**src/rtl/sum_sq_pipe_pkg.sv**
```systemverilog
// Shared widths and latency for the sum-of-squares pipeline.
package sum_sq_pkg;
  localparam int unsigned WIDTH          = 16;
  localparam int unsigned BITS_PER_STAGE = 4;
  localparam int unsigned STAGES         = WIDTH / BITS_PER_STAGE;
  localparam int unsigned SQ_W           = 2 * WIDTH;
  localparam int unsigned RES_W          = 2 * WIDTH + 2;
  localparam int unsigned LATENCY        = STAGES + 2;
endpackage

```
**src/rtl/sum_sq_pipe_if.sv**
```systemverilog
// Argument/result bus of sum_sq_pipe: one valid-qualified triple in, one sum out.
interface sum_sq_pipe_if;
  import sum_sq_pkg::*;

  logic             arg_vld;
  logic [WIDTH-1:0] a;
  logic [WIDTH-1:0] b;
  logic [WIDTH-1:0] c;
  logic             res_vld;
  logic [RES_W-1:0] res;

  modport master (output arg_vld, a, b, c, input res_vld, res);
  modport slave  (input arg_vld, a, b, c, output res_vld, res);
endinterface

```
**src/rtl/sum_sq_pipe_isquare.sv**
```systemverilog
// Pipelined squarer: one B-bit digit of the multiplier per stage, latency W/B.
// Requires W/B >= 2.
module isquare
  import sum_sq_pkg::*;
#(
  parameter int unsigned W = WIDTH,
  parameter int unsigned B = BITS_PER_STAGE
) (
  input  logic           clk,
  input  logic           rst_n,
  input  logic           x_vld,
  input  logic [W-1:0]   x,
  output logic           y_vld,
  output logic [2*W-1:0] y
);
  localparam int unsigned NS = W / B;
  localparam int unsigned YW = 2 * W;

  logic [NS-1:0] r_vld;
  logic [W-1:0]  r_x   [NS-1];
  logic [YW-1:0] r_acc [NS];

  logic [NS-1:0] w_vin;
  logic [W-1:0]  w_xin   [NS];
  logic [YW-1:0] w_accin [NS];
  logic [YW-1:0] w_pp    [NS];

  // Stage inputs and the shifted partial product of each stage's digit.
  always_comb begin
    w_vin   = '0;
    w_xin   = '{default: '0};
    w_accin = '{default: '0};
    w_pp    = '{default: '0};
    w_vin[0]   = x_vld;
    w_xin[0]   = x;
    w_accin[0] = '0;
    for (int k = 1; k < int'(NS); k++) begin
      w_vin[k]   = r_vld[k-1];
      w_xin[k]   = r_x[k-1];
      w_accin[k] = r_acc[k-1];
    end
    for (int k = 0; k < int'(NS); k++) begin
      w_pp[k] = (YW'(w_xin[k]) * YW'(w_xin[k][k*B +: B])) << (k * B);
    end
  end

  // Valids always advance; data only loads when its incoming valid is set.
  always_ff @(posedge clk) begin
    if (!rst_n) r_vld <= '0;
    else        r_vld <= w_vin;
    for (int k = 0; k < int'(NS); k++) begin
      if (w_vin[k]) r_acc[k] <= w_accin[k] + w_pp[k];
    end
    for (int k = 0; k < int'(NS) - 1; k++) begin
      if (w_vin[k]) r_x[k] <= w_xin[k];
    end
  end

  assign y_vld = r_vld[NS-1];
  assign y     = r_acc[NS-1];
endmodule

```
**src/rtl/sum_sq_pipe.sv**
```systemverilog
// res = a*a + b*b + c*c: three pipelined squarers followed by a two-level registered adder tree.
module sum_sq_pipe
  import sum_sq_pkg::*;
(
  input  logic          clk,
  input  logic          rst_n,
  sum_sq_pipe_if.slave  bus
);
  localparam int unsigned SAB_W = SQ_W + 1;

  logic            w_vld_a, w_vld_b, w_vld_c, w_s1_in;
  logic [SQ_W-1:0] w_sq_a, w_sq_b, w_sq_c;

  logic             r_s1_vld;
  logic [SAB_W-1:0] r_s_ab;
  logic [SQ_W-1:0]  r_s_c;
  logic             r_res_vld;
  logic [RES_W-1:0] r_res;

  isquare u_sq_a (.clk(clk), .rst_n(rst_n), .x_vld(bus.arg_vld), .x(bus.a), .y_vld(w_vld_a), .y(w_sq_a));
  isquare u_sq_b (.clk(clk), .rst_n(rst_n), .x_vld(bus.arg_vld), .x(bus.b), .y_vld(w_vld_b), .y(w_sq_b));
  isquare u_sq_c (.clk(clk), .rst_n(rst_n), .x_vld(bus.arg_vld), .x(bus.c), .y_vld(w_vld_c), .y(w_sq_c));

  assign w_s1_in = w_vld_a & w_vld_b & w_vld_c;

  // Adder level 1: pair a/b, carry c alongside.
  always_ff @(posedge clk) begin
    if (!rst_n) r_s1_vld <= 1'b0;
    else        r_s1_vld <= w_s1_in;
    if (w_s1_in) begin
      r_s_ab <= SAB_W'(w_sq_a) + SAB_W'(w_sq_b);
      r_s_c  <= w_sq_c;
    end
  end

  // Adder level 2: final sum; holds its last value through bubbles.
  always_ff @(posedge clk) begin
    if (!rst_n) begin
      r_res_vld <= 1'b0;
      r_res     <= '0;
    end else begin
      r_res_vld <= r_s1_vld;
      if (r_s1_vld) r_res <= RES_W'(r_s_ab) + RES_W'(r_s_c);
    end
  end

  assign bus.res_vld = r_res_vld;
  assign bus.res     = r_res;
endmodule

```
**src/flat_wrapper.sv**
```systemverilog
// flat-port wrapper written by rule: the top's interface ports become plain ports
module sum_sq_pipe_flat import sum_sq_pkg::*;
  (clk, rst_n, bus_arg_vld, bus_a, bus_b, bus_c, bus_res_vld, bus_res);
  sum_sq_pipe_if bus_i ();
  input  logic clk;
  input  logic rst_n;
  input wire logic [$bits(bus_i.arg_vld)-1:0] bus_arg_vld;
  input wire logic [$bits(bus_i.a)-1:0] bus_a;
  input wire logic [$bits(bus_i.b)-1:0] bus_b;
  input wire logic [$bits(bus_i.c)-1:0] bus_c;
  output wire logic [$bits(bus_i.res_vld)-1:0] bus_res_vld;
  output wire logic [$bits(bus_i.res)-1:0] bus_res;
  assign bus_i.arg_vld = bus_arg_vld;
  assign bus_i.a = bus_a;
  assign bus_i.b = bus_b;
  assign bus_i.c = bus_c;
  assign bus_res_vld = bus_i.res_vld;
  assign bus_res = bus_i.res;
  sum_sq_pipe u_core (.clk(clk), .rst_n(rst_n), .bus(bus_i));
endmodule
```
**config.mk**
```make
export PLATFORM = sky130hd
export DESIGN_NAME = sum_sq_pipe_flat
export DESIGN_NICKNAME = d
export VERILOG_FILES = /design/src/rtl/sum_sq_pipe_pkg.sv /design/src/rtl/sum_sq_pipe_if.sv /design/src/rtl/sum_sq_pipe_isquare.sv /design/src/rtl/sum_sq_pipe.sv /design/src/flat_wrapper.sv
export SDC_FILE = /design/constraint.sdc
export NUM_CORES = 2
export LEC_CHECK = 0
export BUFFER_PORTS_ARGS = -buffer_cell sky130_fd_sc_hd__clkbuf_2
export CORE_MARGIN = 2
export CORE_UTILIZATION = 60
export CTS_CLUSTER_SIZE = 40
export DETAILED_ROUTE_END_ITERATION = 10
export MAX_ROUTING_LAYER = met4
export PLACE_DENSITY = 0.87
export SETUP_SLACK_MARGIN = 0.05
export SLEW_MARGIN = 25
export SYNTH_ARGS = -nofsm -noshare
export SYNTH_HDL_FRONTEND = slang
export SYNTH_HIERARCHICAL = 1
export SYNTH_SLANG_ARGS = --single-unit
```
**constraint.sdc**
```tcl
create_clock -name clk -period 8.7 [get_ports clk]
set_input_delay 0.435 -clock clk [delete_from_list [all_inputs] [get_ports clk]]
set_output_delay 0.435 -clock clk [all_outputs]
set_load 0.05 [all_outputs]
```
After elaboration in Yosys (flattened, before gate mapping)
Memories as Yosys holds them, arrays and structs flattened. A register that Yosys moved wholly into a read port is not among the register bits.
Index checks and enable logic that the tools add are counted.
W data, S select, Z words.
{"block": "op_classes", "n_addsub": 11, "n_mul": 12, "bitwise": 2, "n_mux": 20}
{"op": "$mul A16 B4 Y20", "n": 12}
{"op": "$add A32 B24 Y32", "n": 3}
{"op": "$add A32 B28 Y32", "n": 3}
{"op": "$add A32 B32 Y32", "n": 3}
{"op": "$add A33 B32 Y34", "n": 1}
{"op": "$add A32 B32 Y33", "n": 1}
{"op": "$mux W1", "n": 20}
{"op": "$and A1 B1 Y1", "n": 2}
{"block": "totals", "out_inout_bits": 35, "memories": 6, "reg_bits": 81, "ram_bits": 528, "word_cells": 58}
{"memory": "u_core.u_sq_a.r_acc", "depth": 4, "width": 32, "read_ports": 4, "rd_ports_with_merged_regs": 0, "wr": 4, "line": "sum_sq_pipe_isquare.sv:21", "source": "logic [YW-1:0] r_acc [NS];"}
{"memory": "u_core.u_sq_b.r_acc", "depth": 4, "width": 32, "read_ports": 4, "rd_ports_with_merged_regs": 0, "wr": 4, "line": "sum_sq_pipe_isquare.sv:21"}
{"memory": "u_core.u_sq_c.r_acc", "depth": 4, "width": 32, "read_ports": 4, "rd_ports_with_merged_regs": 1, "wr": 4, "line": "sum_sq_pipe_isquare.sv:21"}
{"memory": "u_core.u_sq_a.r_x", "depth": 3, "width": 16, "read_ports": 3, "rd_ports_with_merged_regs": 0, "wr": 3, "line": "sum_sq_pipe_isquare.sv:20", "source": "logic [W-1:0] r_x [NS-1];"}
{"memory": "u_core.u_sq_b.r_x", "depth": 3, "width": 16, "read_ports": 3, "rd_ports_with_merged_regs": 0, "wr": 3, "line": "sum_sq_pipe_isquare.sv:20"}
{"memory": "u_core.u_sq_c.r_x", "depth": 3, "width": 16, "read_ports": 3, "rd_ports_with_merged_regs": 0, "wr": 3, "line": "sum_sq_pipe_isquare.sv:20"}

Logic depth before layout (Yosys ltp)
An unclocked memory read counts as a cell.
{"block": "depth", "ltp_word": 3, "mapped_depth": 24}

Cells and area by module
Netlist, hierarchy kept.
{"module": "isquare (u_core.u_sq_c)", "area_per_inst_um2": 13832.0, "n_inst": 1, "cells_each": 1391}
{"module": "isquare (u_core.u_sq_b)", "area_per_inst_um2": 13754.4, "n_inst": 1, "cells_each": 1379}
{"module": "isquare (u_core.u_sq_a)", "area_per_inst_um2": 13633.1, "n_inst": 1, "cells_each": 1341}
{"module": "sum_sq_pipe", "area_per_inst_um2": 6931.6, "n_inst": 1, "cells_each": 723}

Worst setup path after synthesis
No wires, ideal clock.
{"block": "synth_timing", "kind": "register to register", "from": "mem u_core/u_sq_a/r_x[0][27] (netlist bit)", "to": "mem u_core/u_sq_a/r_acc[2][27] (netlist bit), data pin", "n_path_buf": 1, "t_required_ns": 8.433, "synth_period_minus_slack_ns": 5.375, "t_arrival_ns": 5.108, "slack_ns": 3.325, "setup_time_ns": 0.267, "path_stages_with_launch": 22, "cell_sequence": "edfxtp_1 > clkbuf_1 > nand2_1 > fa_1 > fa_1 > inv_1 > ha_1 > a21o_1 > a21oi_1 > o21bai_1 > a21o_1 > a21o_1 > a211oi_1 > nor2_1 > ha_1 > or3_1 > a2111oi_1 > nor3_1 > o31a_1 > o41ai_1 > nor3b_1 > xor2_1"}
{"element": "start, declared", "line": "sum_sq_pipe_isquare.sv:20"}
{"element": "end, declared", "line": "sum_sq_pipe_isquare.sv:21"}

==> metrics.txt <==
Worst-path clk slew=60 ps; port bufs=85; Initial Utilization=60.8%; GP Congestion=0.944; crit path to=u_core/u_sq_a/r_acc[2][27]$_DFFE_PP_; post-layout worst setup margin=2810 ps; WP data arrival=6250 ps; Final HPWL DP=79.3 mm; Total Wirelength=104 mm; RR Endpoint=u_core/u_sq_a/r_acc[2][27]$_DFFE_PP_; CP Capture Type=register; Setup Buffers After CTS=0; Yosys cell types=111; area leader, netlist=edfxtp_1; wire per inst=17.4 um; commonest cells after routing, fill and taps aside=inv_1, edfxtp_1, ha_1; Die W=287 um; Relative slew margins=35.4%; RSZ-0062 raised after global routing=no; Worst R2R Path Depth=20; Max-cap violations=0; buffer depth of the longest clock path=3; share of the synthesized area in the top cell type=31.6%; fillcell total=5897; Area growth syn-to-layout=6.89%; Worst Skew=24.3 ps; clock sinks=554; chip height=287 um; hold_buf cts=0; post-CTS sizing=0; reg2reg start=u_core/u_sq_a/r_x[0][27]$_DFFE_PP_; met3 wire len=4.95 mm; max incr delay on CP=690 ps; largest net degree at the start of global routing=76; main flop type after synthesis=edfxtp_1; ANT cells=0; Top cell by count, worst path=a21o_1; DR vias=35300; Top Layer Used=met4; critical path launch point type=register; setup TNS=0 ps; DRT iter0 DRCs=2579; Die ar.=82500 um^2; Tmin final=5890 ps; Synth async-reset ratio=0%; area of the core=79300 um^2; Bufs and invs on worst path=1; vias in the first global route=35400; TritonCTS Buffers=56; # rows=103; # IOs=86; status=finished clean; Via-to-Cell Ratio=5.89; GR Overflow Total=0; nets=5735; Area contributors post-synth=edfxtp_1, ha_1, fa_1, and2_1, xnor2_1; fin. max-slew vios=0; DR pass1 iterations=7; wl on met1=44.7 mm; Critical Path, Cell by Cell=nand2_1 -> fa_1 -> fa_1 -> inv_1 -> ha_1 -> a21o_1 -> a21oi_1 -> o21bai_1 -> a21o_1 -> a21o_1 -> a211oi_1 -> nor2_1 -> ha_1 -> or3_1 -> a2111oi_1 -> nor3_1 -> o31a_1 -> o41ai_1 -> nor3b_1 -> xor2_1; commonest non-fill, non-tap cell in the layout=inv_1; DRC=0; clock root cell=clkbuf_16; Setup violations, final=0; overall power=0.0127 W; worst min path class=input pin to register; final hold viol count=0; CP Class=register to register; initial antenna violation count=0; Post-Synthesis Cell Area=48200 um^2; Critical Path Source=u_core/u_sq_a/r_x[0][27]$_DFFE_PP_; Slowest cell on crit path=edfxtp_1; worst-margin pin slew=969 ps; Mapped Nets=5671; ANT nets after route=0; fraction of layout cells with a size suffix above 1=5.14%; Worst path depth=20; Crit path max-delay family=compound AO/OA/AOI/OAI gates; Skew-Pair Late Insertion Delay=620 ps; worst vdd ir=0.243 mV; H-tree depth=2; Seq/Total Area, Yosys=33.6%; Yosys warnings=6; pre-CTS setup slack=2860 ps; Post-synth EDFFs=506; Pleak=23.0 nW; met2 routed WL=52.0 mm; crit share post-route=67.7%; DP Area=49600 um^2; GRT Util Overall=26.3%; CTS tree=yes; Mapped Avg Cell Area=9.96 um^2; flop-to-flop setup slack=2810 ps; Peak Freq=170 MHz; CP Max Fanout=17; #FFs+latches synth=554; post-route cell area=51500 um^2; global-route wire length before repair=173 mm; Pwr Density=248 nW/um^2; Post-Synthesis Cells=4834; Worst EP required=9060 ps
==> layer usage <==
metal / GRT usage [%] / up-vias
met2: 45.7 / 928
met1: 32.7 / 17100
met3: 2.82 / 195
met5: - / -
met4: 6.99 / 0
li1: - / 17000
==> layout make-up <==
class	count	area, um^2	area share, %
sequential	554	16200	31.4
tap	1050	1310	2.55
inverter	524	1970	3.82
multi-input combinational	3668	29700	57.7
clock buffer	70	1520	2.94
timing repair buffer	94	495	0.963
clock inverter	33	343	0.666
==> cell families after synthesis <==
logic type	after synthesis	synth area share, %
xor+xnor	353	6.42
simple gates	1493	15.8
flops	554	33.6
mux	18	0.377
buf+inv	612	4.83
other cells	3	0.0234
compound gates	1015	14.2
fa+ha+maj	786	24.9
==> synthesized netlist by cell type, drive strengths merged, types with 33 or more instances <==
library cell and number:
fa 284, clkbuf 75, o21a 64, dfxtp 48, a21oi 303, nor2 204, nand3 92, and3 43
xor2 113, a211oi 37, nor3 67, nand2b 40, edfxtp 506, xnor2 240, nor2b 66, o21ai 194
inv 522, a21o 127, and2 390, ha 502, o211ai 33, nand2 462, o21bai 51
==> report_power, final <==
part           internal (W)  leakage (nW)  switching [W]
registers           0.00366          5.10       0.000285
logic               0.00277          17.0        0.00358
clock network       0.00141         0.902        0.00103
==> worst min-delay path by stage <==
stage	from	to	slack, ps	depth (start not counted)
4_1_cts	bus_c[14]	u_core/u_sq_c/r_x[0][14]$_DFFE_PP_	40	1
3_3_place_gp	u_core/u_sq_a/r_acc[1][4]$_DFFE_PP_	u_core/u_sq_a/r_acc[2][4]$_DFFE_PP_	400	0
3_5_place_dp	u_core/u_sq_c/r_acc[3][31]$_DFFE_PP_	u_core/r_s_c[31]$_DFFE_PP_	400	0
5_1_grt	bus_c[15]	u_core/u_sq_c/r_x[0][15]$_DFFE_PP_	50	1
6_report	bus_b[7]	u_core/u_sq_b/r_x[0][7]$_DFFE_PP_	70	1
2_1_floorplan	u_core/u_sq_c/r_acc[3][0]$_DFFE_PP_	u_core/r_s_c[0]$_DFFE_PP_	400	0
==> sequential cells by signal (all words and copies together) (netlist names) <==
| register | flops |
|---|---|
| u_core/u_sq_a/r_acc | 99 |
| u_core/u_sq_b/r_acc | 99 |
| u_core/u_sq_c/r_acc | 99 |
| u_core/u_sq_a/r_x | 48 |
| u_core/u_sq_b/r_x | 48 |
| u_core/u_sq_c/r_x | 48 |
| u_core/bus.res | 34 |
| u_core/r_s_ab | 33 |
| u_core/r_s_c | 32 |
| u_core/u_sq_a/r_vld | 4 |
| u_core/u_sq_b/r_vld | 4 |
| u_core/u_sq_c/r_vld | 4 |
| u_core/bus.res_vld | 1 |
| u_core/r_s1_vld | 1 |
==> stage by stage <==
stage / hold WS, ps / utilization [%] / cells
2_1_floorplan: 400 / - / 4834
3_3_place_gp: 404 / 62.6 / 5890
3_5_place_dp: 405 / 62.6 / 5890
4_1_cts: 41.6 / 64.9 / 5993
5_1_grt: 48.2 / 64.9 / 5993
6_report: 73.9 / 64.9 / 5993
Note: power is estimated with default switching activity, not from simulation.
